### src/rtl/pe_fpu_pkg.sv
// Shared PE/FPU types: FP16 payload, FPU status tag and the captured result bundle.
package pe_fpu_pkg;

    typedef logic [15:0] fp16_t;
    typedef logic [1:0]  fpu_tag_t;

    localparam fpu_tag_t FPU_TAG_NONE = 2'b00;

    typedef struct packed {
        fpu_tag_t tag;
        fp16_t    data;
    } fpu_result_t;

endpackage

### src/rtl/pe_sync_fifo.sv
// Register-array synchronous FIFO with occupancy count; head read straight from the array.
module pe_sync_fifo #(
    parameter int WIDTH = 18,
    parameter int DEPTH = 8,
    localparam int AW   = $clog2(DEPTH),
    localparam int CW   = $clog2(DEPTH + 1)
) (
    input  logic             clk,
    input  logic             reset,
    input  logic             wr_en,
    input  logic [WIDTH-1:0] wr_data,
    input  logic             rd_en,
    output logic [WIDTH-1:0] rd_data,
    output logic [CW-1:0]    count,
    output logic             full,
    output logic             empty
);

    logic [WIDTH-1:0] mem [DEPTH];
    logic [AW-1:0]    wr_ptr;
    logic [AW-1:0]    rd_ptr;
    logic             wr_fire;
    logic             rd_fire;

    assign full    = (count == CW'(DEPTH));
    assign empty   = (count == '0);
    assign rd_fire = rd_en && !empty;
    // A full FIFO still accepts a write when the head leaves in the same cycle.
    assign wr_fire = wr_en && (!full || rd_fire);
    assign rd_data = mem[rd_ptr];

    always_ff @(posedge clk) begin
        if (reset) begin
            wr_ptr <= '0;
            rd_ptr <= '0;
            count  <= '0;
        end else begin
            if (wr_fire)
                wr_ptr <= wr_ptr + 1'b1;
            if (rd_fire)
                rd_ptr <= rd_ptr + 1'b1;
            case ({wr_fire, rd_fire})
                2'b10:   count <= count + 1'b1;
                2'b01:   count <= count - 1'b1;
                default: count <= count;
            endcase
        end
    end

    always_ff @(posedge clk) begin
        if (wr_fire)
            mem[wr_ptr] <= wr_data;
    end

endmodule

### src/rtl/fpu_result_buffer.sv
// Result buffer behind the non-stallable FPU: captures every valid result,
// re-presents it on valid/ready and hands out issue credits so nothing is lost.
module fpu_result_buffer
    import pe_fpu_pkg::*;
#(
    parameter int DEPTH       = 8,
    parameter int FPU_LATENCY = 3,
    localparam int CW         = $clog2(DEPTH + 1)
) (
    input  logic          clk,
    input  logic          reset,
    input  logic          issue_i,
    input  fp16_t         fpu_result_i,
    input  fpu_tag_t      fpu_status_i,
    input  logic          fpu_empty_i,
    output logic          issue_ok_o,
    output logic          out_valid_o,
    input  logic          out_ready_i,
    output fp16_t         out_data_o,
    output fpu_tag_t      out_tag_o,
    output logic [CW-1:0] count_o,
    output logic          idle_o,
    output logic          err_o
);

    localparam logic [CW-1:0] INFLIGHT_MAX = '1;

    fpu_result_t   wr_entry;
    fpu_result_t   head;
    logic          capture;
    logic          pop;
    logic          full;
    logic          empty;
    logic [CW-1:0] inflight;
    logic [CW:0]   committed;
    logic          err_set;

    assign capture  = (fpu_status_i != FPU_TAG_NONE);
    assign wr_entry = '{tag: fpu_status_i, data: fpu_result_i};

    pe_sync_fifo #(
        .WIDTH ($bits(fpu_result_t)),
        .DEPTH (DEPTH)
    ) u_fifo (
        .clk     (clk),
        .reset   (reset),
        .wr_en   (capture),
        .wr_data (wr_entry),
        .rd_en   (out_ready_i),
        .rd_data (head),
        .count   (count_o),
        .full    (full),
        .empty   (empty)
    );

    assign out_valid_o = !empty;
    assign pop         = out_valid_o && out_ready_i;
    assign out_data_o  = head.data;
    assign out_tag_o   = head.tag;

    // Credits cover both stored results and results still inside the FPU.
    assign committed  = (CW + 1)'(count_o) + (CW + 1)'(inflight);
    assign issue_ok_o = (committed < (CW + 1)'(DEPTH));
    assign idle_o     = empty && (inflight == '0) && fpu_empty_i;

    assign err_set = (issue_i && !issue_ok_o)
                   || (capture && full && !pop)
                   || (capture && (inflight == '0));

    always_ff @(posedge clk) begin
        if (reset) begin
            inflight <= '0;
            err_o    <= 1'b0;
        end else begin
            case ({issue_i, capture})
                2'b10: begin
                    if (inflight != INFLIGHT_MAX)
                        inflight <= inflight + 1'b1;
                end
                2'b01: begin
                    if (inflight != '0)
                        inflight <= inflight - 1'b1;
                end
                default: inflight <= inflight;
            endcase
            if (err_set)
                err_o <= 1'b1;
        end
    end

    if (FPU_LATENCY < 1) begin : g_bad_latency
        $error("fpu_result_buffer: FPU_LATENCY must be at least 1");
    end

    a_credit_bound: assert property (
        @(posedge clk) disable iff (reset || err_o)
        committed <= (CW + 1)'(DEPTH)
    );

    a_head_tag: assert property (
        @(posedge clk) disable iff (reset)
        out_valid_o |-> (out_tag_o != FPU_TAG_NONE)
    );

endmodule

### config.mk
export PLATFORM = sky130hd
export DESIGN_NAME = fpu_result_buffer
export DESIGN_NICKNAME = d
export VERILOG_FILES = /design/src/rtl/pe_fpu_pkg.sv /design/src/rtl/pe_sync_fifo.sv /design/src/rtl/fpu_result_buffer.sv
export SDC_FILE = /design/constraint.sdc
export NUM_CORES = 1
export LEC_CHECK = 0
export ABC_AREA = 1
export CORE_ASPECT_RATIO = 0.6
export CORE_UTILIZATION = 45
export CTS_CLUSTER_SIZE = 10
export DETAILED_ROUTE_END_ITERATION = 6
export GPL_ROUTABILITY_DRIVEN = 0
export GPL_TIMING_DRIVEN = 0
export PLACE_DENSITY = 0.72
export REMOVE_ABC_BUFFERS = 1
export SLEW_MARGIN = 25
export SYNTH_ARGS = -nofsm -noshare
export SYNTH_HDL_FRONTEND = slang
export SYNTH_SLANG_ARGS = --single-unit
export TNS_END_PERCENT = 5
### constraint.sdc
create_clock -name clk -period 5.35 [get_ports clk]
set_clock_uncertainty 0.2 [all_clocks]
set_input_delay 1.3375 -clock clk [delete_from_list [all_inputs] [get_ports clk]]
set_output_delay 1.3375 -clock clk [all_outputs]
set_load 0.03 [all_outputs]
; ---- After elaboration in Yosys (flattened, before gate mapping)
; Memory sizes are Yosys's and may differ from the RTL's. A register that Yosys moved wholly into a read port is not among the register bits.
; Index checks and enable logic that the tools add are counted.
[op_classes]
n_addsub = 7
n_lt_le_gt_ge = 1
n_eq_ne = 8
n_mux = 8
n_reduce_logical = 22
[op_table]
columns = op, count
row1 = case mux 4 bit (2 select lines), 2
row2 = "adder 4 x 1 -> 4 bit, second input constant", 2
row3 = logical AND 1 bit, 8
row4 = zero test 4 bit, 2
row5 = 2-to-1 mux 4 bit, 2
row6 = "subtractor 4 x 1 -> 4 bit, second input constant", 2
row7 = "adder 3 x 1 -> 3 bit, second input constant", 2
row8 = 2-to-1 mux 3 bit, 2
row9 = nonzero test 2 bit, 3
row10 = adder 4 x 4 -> 5 bit, 1
row11 = "< comparator 5 x 4 -> 1 bit, second input constant", 1
row12 = "equality test 2 x 1 -> 1 bit, second input constant", 2
row13 = "equality test 2 bit, second input constant", 2
row14 = "equality test 4 bit, second input constant", 1
row15 = zero test 1 bit, 4
row16 = "inequality test 2 bit, second input constant", 2
row17 = "inequality test 4 bit, second input constant", 1
row18 = nonzero test 4 bit, 1
row19 = logical OR 1 bit, 3
row20 = AND reduction 3 bit, 1
row21 = 2-to-1 mux 1 bit, 2
[totals]
register_bits = 15
mem_bits_rw = 144
input_bits = 23
out_inout_bits = 26
elab_cells = 52
mem_count = 1
[memory_table]
columns = name, words, word_bits, rd, rd_clocked_by_memory_dff, write_ports, line
row1 = u_fifo.mem, 8, 18, 1, 1, 1, pe_sync_fifo.sv:19  ; logic [WIDTH-1:0] mem [DEPTH];

; ---- Depth between registers and ports, before layout
; Gate-level depths: netlist of run 1.
[depth]
ltp_word = 7
depth_mapped = 14

; ---- Cells and area by module
; From an unflattened synthesis of run 1, not the netlist that was laid out.
[hier_totals]
cells_unflattened = 540
hier_area_um2 = 6840.3
[by_module_without_submodules]
columns = mod, n_inst, cells_per_inst, area_per_inst_um2
row1 = pe_sync_fifo, 1, 462, 6303.5
row2 = fpu_result_buffer, 1, 78, 536.8

; ---- Worst setup path before layout of run 1
; Ideal clock, no wire load.
[synth_timing]
kind = input port to output port
startpoint = in fpu_empty_i
endpoint = out idle_o
arrival_time_ps = 2068
t_required_ps = 3813
setup_slack_ps = 1744
cell_stages = 1
path_buffers = 0
cell_sequence = nor3b_1
[synth_via]
elab_chain_len = 1
[synth_rtl]
columns = item, line
row1 = "start, declared", fpu_result_buffer.sv:15  ; input logic fpu_empty_i,
row2 = logical AND 1 bit, fpu_result_buffer.sv:64  ; assign idle_o = empty && (inflight == '0) && fpu_empty_i;
row3 = "end, declared", fpu_result_buffer.sv:22  ; output logic idle_o,
; No other way between the ends.

==> run summary, run 1 <==
Chip height = 96.8 um
PortBufs = 48
Period utilization = 80.5%
Diode count = 0
Cell taking the most area after synthesis = edfxtp_1
Final Util = 54.3%
Critical path, cell by cell = buf_16, clkinv_4, nor2_1, o21ai_0, a31oi_1, clkdlybuf4s50_1
Cts hold-fix bufs = 0
WL final = 13600 um
Levels on crit path = 6
# placed instances = 784
Fin crit period = 4310 ps
Worst-Margin Slew = 728 ps
RSZ-0062 raised after global routing = false
Iteration-0 DRC Markers = 361
Area taken by multi-input logic gates = 1770 um2
Cell count after synthesis = 562
Routed Antenna Nets = 0
Leakage = 2.71 nW
FMAX = 232 MHz
Largest cells by area after synthesis = edfxtp_1 64%, nor2_1 8.4%, dfxtp_1 5.3%, o21ai_0 4.0%, ha_1 2.2%
Max transition margin = 51.3%
Slowest cell on crit path = clkdlybuf4s50_1
Maxcap violations = 0
WHS Path Cells = 2
I/O pin cnt = 49
Post-synth top flop = edfxtp_1
Worst-path clk slew = 60 ps
Reg2Reg Depth = 13
FF/Latch Area = 4690 um2
Largest net degree at the start of global routing = 73
Die area = 15500 um2
Worst reg-to-reg setup slack = 3000 ps
DR vias = 4372
Max-slew violations = 0
Multiplexer share of the synthesized area = 0%
CP Launch Type = flop
Status = finished, final reports clean
DR pass1 iterations = 5
P&R area growth vs syn = 17.3%
Maximum VDD drop = 0.000249 V
Avg Synthesized Cell Area = 12.0 um2
Vias in the first global route = 4248
# rows = 34
Simple-gate area share of the yosys netlist = 11.9%
CP top delay family = buffers and inverters
CP Data Arrival Time = 2770 ps
Vias per cell = 5.36
Die Wd = 160 um
Core ar. = 14500 um2
Yosys Warn Count = 0
Post-CTS resize count = 0
Synth Area in Compound Gates = 10.5%
Crit path capture = out_data_o[14]
Commonest cells in the netlist = 150 x nor2_1, 144 x edfxtp_1, 54 x o21ai_0
Htree depth = 4
GRT overflow = 0
TritonCTS buffer count = 17
Initial Util = 46.3%
Top-count cell post-synth = nor2_1
CP Capture Type = primary output
Clock root buffer = clkbuf_16
RR Endpoint = u_fifo.count[2]
Slowest stage delay, CP = 710 ps
DRC violations left = 0
Largest family of logic cells by synthesized area = simple AND/OR/NAND/NOR gates
Hold Crit Class = flop to flop
FFs w/ async S/R, synth = 0%
Hpwl dp = 7860 um
Number of post-CTS setup repair buffers = 0
Initial antenna violation count = 0
Final Hold Vio Count = 0
Worst EP required = 3810 ps
Fillcell total = 1178
Mapped cell area = 6740 um2
Final Power = 0.00388 W
Top-area cell type share of the netlist area = 64.1%
Post-Synth Adder-Cell Area = 2.52%
Sum Neg Setup Slack = 0 ps
CP bufs+invs = 3
Layout cells sized above 1 = 8.59%
PwrDens = 490 nW/um2
Setup violators final = 0
Nets@finish = 641
CTS Buffer Depth = 2
Sink Count = 162
Total GRT Usage = 18.6%
Max FO, Critical Path = 36
First-pass GRT wire length = 21900 um
Post-synth EDFFs = 144
Post-synthesis xor/xnor area fraction = 0.390%
Worst r2r src = u_fifo.count[0]
Synthesis-stage register bit count = 162
CTS tree = yes
Non-Filler Instances = 815
Crit Path Class = flop to primary output
Synth cell types = 35
Sequential share of the synthesized area = 69.5%
WL/cell = 16.7 um
Clock latency on the worst-skew pair = 420 ps
## flip-flops by register name, summed over array words and instances (netlist names), named ones only
name,count
err_o,1
inflight,4
u_fifo.rd_ptr,3
u_fifo.count,4
u_fifo.mem,144
u_fifo.wr_ptr,3
## layout make-up
| type | count | share of cell area, % |
|---|---|---|
| flip-flops and latches | 162 | 59.3 |
| clock buffers | 17 | 5.38 |
| multi-input cells | 347 | 22.3 |
| inverters | 27 | 1.46 |
| clock inverters | 14 | 1.69 |
| well taps | 198 | 3.13 |
| repair buffers | 50 | 6.68 |
## how the worst min path moves through the flow
stage / start / end
after floorplan: u_fifo.rd_ptr[2] / flop
after global placement: u_fifo.rd_ptr[2] / u_fifo.rd_ptr[2]
after detailed placement: u_fifo.rd_ptr[2] / flop
after CTS: u_fifo.rd_ptr[2] / u_fifo.rd_ptr[2]
after global routing: err_o / err_o
final: u_fifo.rd_ptr[2] / u_fifo.rd_ptr[2]
## kinds of logic after synthesis
group	Yosys count
DFF	162
xor gates and xnor gates	3
adders and majority gates	13
buffers and inverters	53
AOI/OAI and AO/OA	132
and+or+nand+nor	199
## cells in the final DEF, fill, tap and decap left out, types with 2 or more instances in the layout
| cell | netlist | routed |
|---|---|---|
| inv_1 | 22 | 22 |
| nand2_1 | 25 | 25 |
| o21ai_0 | 54 | 54 |
| nor3_1 | 2 | 2 |
| nand4_1 | 3 | 3 |
| clkinvlp_4 | 0 | 4 |
| inv_2 | 2 | 2 |
| nor2_2 | 2 | 2 |
| nand2_2 | 2 | 2 |
| clkbuf_16 | 0 | 17 |
| o22ai_1 | 18 | 18 |
| and2_1 | 2 | 2 |
| nor2_1 | 150 | 142 |
| edfxtp_1 | 144 | 144 |
| o21ai_1 | 28 | 28 |
| ha_1 | 12 | 12 |
| xnor2_1 | 2 | 2 |
| nor2_4 | 1 | 9 |
| a21oi_1 | 14 | 14 |
| a31oi_1 | 18 | 18 |
| dfxtp_1 | 18 | 16 |
| nand3_1 | 9 | 9 |
| clkdlybuf4s50_1 | 0 | 48 |
| clkinv_4 | 1 | 5 |
| inv_6 | 0 | 4 |
## through the flow
stage                     area (um2)  setup slack [ps]  hold slack [ps]
final                           7910              1040              284
after global routing            7910               840              312
after CTS                       7910               985              280
after detailed placement        7350              1140              265
after global placement          7230              -225              249
after floorplan                 6500              1270              233
## worst register-to-register path: cells and delay by family (launching register included)
kind | cells | cell delay [ps]
AO/OA/AOI/OAI | 2 | 310
buffers and inverters | 3 | 300
XOR/XNOR | 1 | 90
flip-flops | 1 | 500
adder cells (fa/ha/maj) | 2 | 420
AND/OR/NAND/NOR | 5 | 410
## power by group
part / leakage (nW) / internal [W] / total (W) / switching, W
clock network: 0.260 / 0.000644 / 0.00114 / 0.000497
registers: 1.46 / 0.00147 / 0.00156 / 0.0000851
logic: 0.985 / 0.000437 / 0.00118 / 0.000743
## metal layers
metal / GRT usage [%] / wire length [um] / part of all wire (%)
met1: 24.1 / 6080 / 45
met2: 30.3 / 6600 / 49
met3: 4.89 / 785 / 5.8
met4: 6.81 / 134 / 0.99
met5: 0 / 0 / 0
No activity file was read; power rests on OpenSTA's default activity.
==> run 2: changes to the inputs <==
- PLACE_DENSITY: 0.72 -> 0.74
- clock period: 5.35 -> 3.9 ns (I/O delays scaled with it)
==> run summary, run 2 (synthesized netlist as in run 1, its figures left out) <==
Crit Path Class = flop to primary output
M1 WL = 6210 um (+2.1%)
P&R area growth vs syn = 17.7%
DR vias = 4386 (+0.32%)
WHS Path Cells = 2 (unchanged)
Reg2Reg Depth = 13 (unchanged)
Clock latency on the worst-skew pair = 420 ps (about the same)
PwrDens = 671 nW/um2 (+37%)
CP Data Arrival Time = 2590 ps (-180 ps)
Max transition margin = 49.9% (-1.4 points)
# placed instances = 784 (unchanged)
Worst-path clk slew = 60 ps (about the same)
Met2 WL = 6850 um (+3.8%)
Sum Neg Setup Slack = 0 ps (unchanged)
Met3 wire length = 830 um (+5.7%)
Max FFs per register = 144 (unchanged)
Fin crit period = 3770 ps
WL final = 14100 um (+3.6%)
Iteration-0 DRC Markers = 367 (+1.7%)
Most common cell after layout, fill and taps aside = edfxtp_1
PortBufs = 48 (unchanged)
CP Launch Type = flop
Most frequent cells in the layout = 144 x edfxtp_1, 142 x nor2_1, 54 x o21ai_0
Initial Util = 46.3% (unchanged)
Htree depth = 4 (unchanged)
Nets@finish = 641 (unchanged)
Core ar. = 14500 um2 (unchanged)
Largest net degree at the start of global routing = 73 (unchanged)
Layout cells sized above 1 = 8.74% (+0.15 points)
I/O pin cnt = 49 (unchanged)
Die Wd = 160 um (unchanged)
GRT overflow = 0 (unchanged)
Period utilization = 96.6%
Vias in the first global route = 4263 (+0.35%)
Most flops, register = u_fifo.mem
WL/cell = 17.3 um (+3.5%)
Setup violators final = 0 (unchanged)
Top Layer Used = met4
Vias per cell = 5.38 (+0.20%)
Clock root buffer = clkbuf_16
Chip height = 96.8 um (unchanged)
Final Util = 54.5% (+0.20 points)
# rows = 34 (unchanged)
Sink Count = 162 (unchanged)
CTS Buffer Depth = 2 (unchanged)
Worst-Margin Slew = 750 ps (+21.2 ps)
Maximum VDD drop = 0.000353 V (+42%)
Routed Antenna Nets = 0 (unchanged)
Number of post-CTS setup repair buffers = 0 (unchanged)
Max-slew violations = 0 (unchanged)
Leakage = 2.80 nW (+3.1%)
DRC violations left = 0 (unchanged)
Final Hold Vio Count = 0 (unchanged)
CTS tree = yes
Status = finished, final reports clean
Die area = 15500 um2 (unchanged)
Hold Crit Class = flop to flop
Non-Filler Instances = 816 (+0.12%)
Initial antenna violation count = 0 (unchanged)
Total GRT Usage = 18.8% (+0.12 points)
CP Capture Type = primary output
Hpwl dp = 8100 um (+3.0%)
Diode count = 0 (unchanged)
First-pass GRT wire length = 21800 um (-0.41%)
RSZ-0062 raised after global routing = false
Maxcap violations = 0 (unchanged)
FMAX = 265 MHz
Worst EP required = 2720 ps (-1090 ps)
Biggest regs = u_fifo.mem x144, inflight x4, u_fifo.count x4
Max FO, Critical Path = 72 (+100%)
DR pass1 iterations = 5 (unchanged)
TritonCTS buffer count = 17 (unchanged)
==> run 2: worst paths after layout <==
kind	start	endpoint	slack, ps
worst max register to register	u_fifo.count[2]	u_fifo.count[2]	1520
worst min register to register	u_fifo.rd_ptr[2]	u_fifo.rd_ptr[2]	270
worst max-delay path	flop	out_tag_o[0]	130
worst min-delay path	u_fifo.rd_ptr[2]	u_fifo.rd_ptr[2]	270
==> run 2: report_power, final <==
| part | switching [W] | internal [W] | total [W] |
|---|---|---|---|
| clock network | 0.000681 | 0.000882 | 0.00156 |
| registers | 0.000125 | 0.00202 | 0.00214 |
| logic | 0.00103 | 0.000589 | 0.00162 |
==> run 2: critical path, cell delays in order, from the launching register on <==
cell             delay, ps
dfxtp_4                460
buf_12                 240
inv_12                 240
o21ai_0                120
o22ai_1                140
nor2_1                  60
a31oi_1                190
clkdlybuf4s50_1        720
==> run 2: layer usage <==
metal	vias to the layer above	GRT usage, %
met2	140	30.5
met3	17	4.85
met1	2133	24.3
met5	-	0
li1	2096	-
met4	0	6.96
==> run 2: timing repair <==
item / CTS / global route
hold buffers: 0 / 0
setup endpoints to repair: 8 / 9
gates resized for setup: 3 / 9
==> run 2: final cells by class <==
type / count / area (um2)
fillers: 1179 / 6610
inverters: 27 / 120
flip-flops and latches: 162 / 4690
multi-input cells: 347 / 1770
well taps: 198 / 248
repair buffers: 50 / 549
clock inverters: 15 / 134
clock buffers: 17 / 425
==> run 2: stage by stage <==
stage	cell area (um2)	worst slack [ps]	power (W)	hold slack (ps)
CTS	7910	36.6	0.00535	270
finish	7940	131	0.00532	270
global route	7940	2.02	0.00556	310
detailed placement	7350	388	0.00380	259
floorplan	6500	185	0.00314	233
global placement	7230	-1140	0.00369	247
==> run 3: changes to the inputs <==
- RECOVER_POWER: unset -> 100
==> run summary, run 3 (synthesized netlist as in run 1, its figures left out) <==
Status = finished, final reports clean
Final Util = 53.8% (-0.77 points)
CP top delay family = buffers and inverters
Fillcell total = 1201 (+1.9%)
Routed Antenna Nets = 0 (unchanged)
Core ar. = 14500 um2 (unchanged)
GRT overflow = 0 (unchanged)
Switching fraction of total power = 34.8% (+0.42 points)
Chip height = 96.8 um (unchanged)
Diode count = 0 (unchanged)
P&R area growth vs syn = 16.1%
Fin crit period = 3780 ps (+8.74 ps)
I/O pin cnt = 49 (unchanged)
WL/cell = 17.2 um (about the same)
Setup violators final = 0 (unchanged)
Clock latency on the worst-skew pair = 420 ps (about the same)
Htree depth = 4 (unchanged)
Sum Neg Setup Slack = 0 ps (unchanged)
Clock network power share = 29.8% (+0.5 points)
Hpwl dp = 8100 um (unchanged)
Max-slew violations = 0 (unchanged)
Leakage = 2.70 nW (-3.3%)
Final Power = 0.00523 W (-1.8%)
Hold WS = 271 ps (+1.41 ps)
# rows = 34 (unchanged)
Most common cell after layout, fill and taps aside = edfxtp_1
Sequential share of power = 41.0% (+0.7 points)
Die area = 15500 um2 (unchanged)
Cts hold-fix bufs = 0 (unchanged)
Maxcap violations = 0 (unchanged)
Cell-internal power = 0.00341 W (-2.4%)
Layout cells sized above 1 = 8.09% (-0.65 points)
Iteration-0 DRC Markers = 375 (+2.2%)
Vias per cell = 5.39 (+0.30%)
Largest net degree at the start of global routing = 73 (unchanged)
Number of post-CTS setup repair buffers = 0 (unchanged)
Final Hold Vio Count = 0 (unchanged)
Final worst slack = 122 ps (-8.74 ps)
CTS Buffer Depth = 2 (unchanged)
Critical path, cell by cell = buf_12, inv_12, o21ai_0, o22ai_1, nor2_1, a31oi_1, clkdlybuf4s50_1
Crit Path Class = flop to primary output
Worst-Margin Slew = 1280 ps (+528 ps)
TritonCTS buffer count = 17 (unchanged)
Gate power share = 29.2% (-1.2 points)
Max transition margin = 14.8% (-35 points)
PortBufs = 48 (unchanged)
CP Data Arrival Time = 2600 ps (about the same)
RSZ-0062 raised after global routing = false
DRC violations left = 0 (unchanged)
Hold Crit Class = flop to flop
CP Capture Type = primary output
Biggest regs = u_fifo.mem x144, inflight x4, u_fifo.count x4
Sink Count = 162 (unchanged)
Most frequent cells in the layout = 144 x edfxtp_1, 143 x nor2_1, 56 x o21ai_0
Maximum VDD drop = 0.000353 V (about the same)
DR vias = 4399 (+0.30%)
Period utilization = 96.9% (+0.22 points)
Max FFs per register = 144 (unchanged)
DR pass1 iterations = 7 (+2)
Worst slack, placed = 388 ps (unchanged)
Initial Util = 46.3% (unchanged)
Max FO, Critical Path = 72 (unchanged)
Clock root buffer = clkbuf_16
First-pass GRT wire length = 21800 um (unchanged)
Switching power = 0.00182 W (-0.56%)
PwrDens = 668 nW/um2 (-0.35%)
Die Wd = 160 um (unchanged)
WL final = 14100 um (about the same)
Slowest cell on crit path = clkdlybuf4s50_1
Total GRT Usage = 18.8% (unchanged)
Slowest stage delay, CP = 720 ps (about the same)
Nets@finish = 641 (unchanged)
FMAX = 265 MHz (-0.23%)
Worst-path clk slew = 60 ps (about the same)
CP Launch Type = flop
Most flops, register = u_fifo.mem
Worst EP required = 2720 ps (about the same)
Vias in the first global route = 4263 (unchanged)
Initial antenna violation count = 0 (unchanged)
CP bufs+invs = 3 (unchanged)
CTS tree = yes
-- run 3: cell types whose count changed in the layout (fill, tap and decap cells not counted), moves of 4 or more --
cell and change:
nor2_4 -5, dlymetal6s2s_1 -9, clkbuf_1 +9, dlygate4sd3_1 +27, nor2_2 +4, clkdlybuf4s50_1 -27
-- run 3: per-layer routing --
| layer | GRT usage (%) | vias up | wire [um] |
|---|---|---|---|
| met5 | 0 | - | 0 |
| met4 | 6.96 | 0 | 180 |
| met3 | 4.85 | 15 | 809 |
| met2 | 30.5 | 134 | 6850 |
| met1 | 24.3 | 2154 | 6230 |
| li1 | - | 2096 | - |
-- run 3: final timing paths --
check | start | end | slack (ps) | cells after the start
setup / recovery | flop | out_tag_o[0] | 120 | 7
hold / removal | u_fifo.rd_ptr[2] | u_fifo.rd_ptr[2] | 270 | 2
setup reg to reg | u_fifo.count[1] | u_fifo.mem[1][7] | 1220 | 6
hold reg to reg | u_fifo.rd_ptr[2] | u_fifo.rd_ptr[2] | 270 | 2
-- run 3: power groups by stage --
stage	registers, W	logic [W]	clock network, W
floorplan	0.00221	0.000933	0
global placement	0.00224	0.00145	0
detailed placement	0.00218	0.00162	0
CTS	0.00214	0.00163	0.00158
global route	0.00216	0.00166	0.00166
finish	0.00214	0.00153	0.00156
-- run 3: worst register-to-register path: stages (launching register included) --
cell	delay, ps
dfxtp_1	500
nor2_2	70
nand3_1	100
nand2_1	170
nor2_1	140
inv_1	120
nor2_2	980
-- run 3: final cells by class --
cell class / count / area [um2] / share of cell area [%]
Timing Repair Buffer: 50 / 470 / 6.01
Multi-Input combinational cell: 347 / 1730 / 22.2
Clock inverter: 15 / 134 / 1.71
Inverter: 27 / 120 / 1.54
Sequential cell: 162 / 4690 / 60.0
Tap cell: 198 / 248 / 3.17
Clock buffer: 17 / 425 / 5.44
-- run 3: per-stage QoR --
stage	instance area (um2)	std cells
floorplan	6500	536
global placement	7230	782
detailed placement	7350	784
CTS	7910	816
global route	7820	816
finish	7820	816
-- run 3: timing repair --
action,CTS,global route
endpoints found under the setup margin,8,9
resized for setup,3,9
pin swaps,0,0
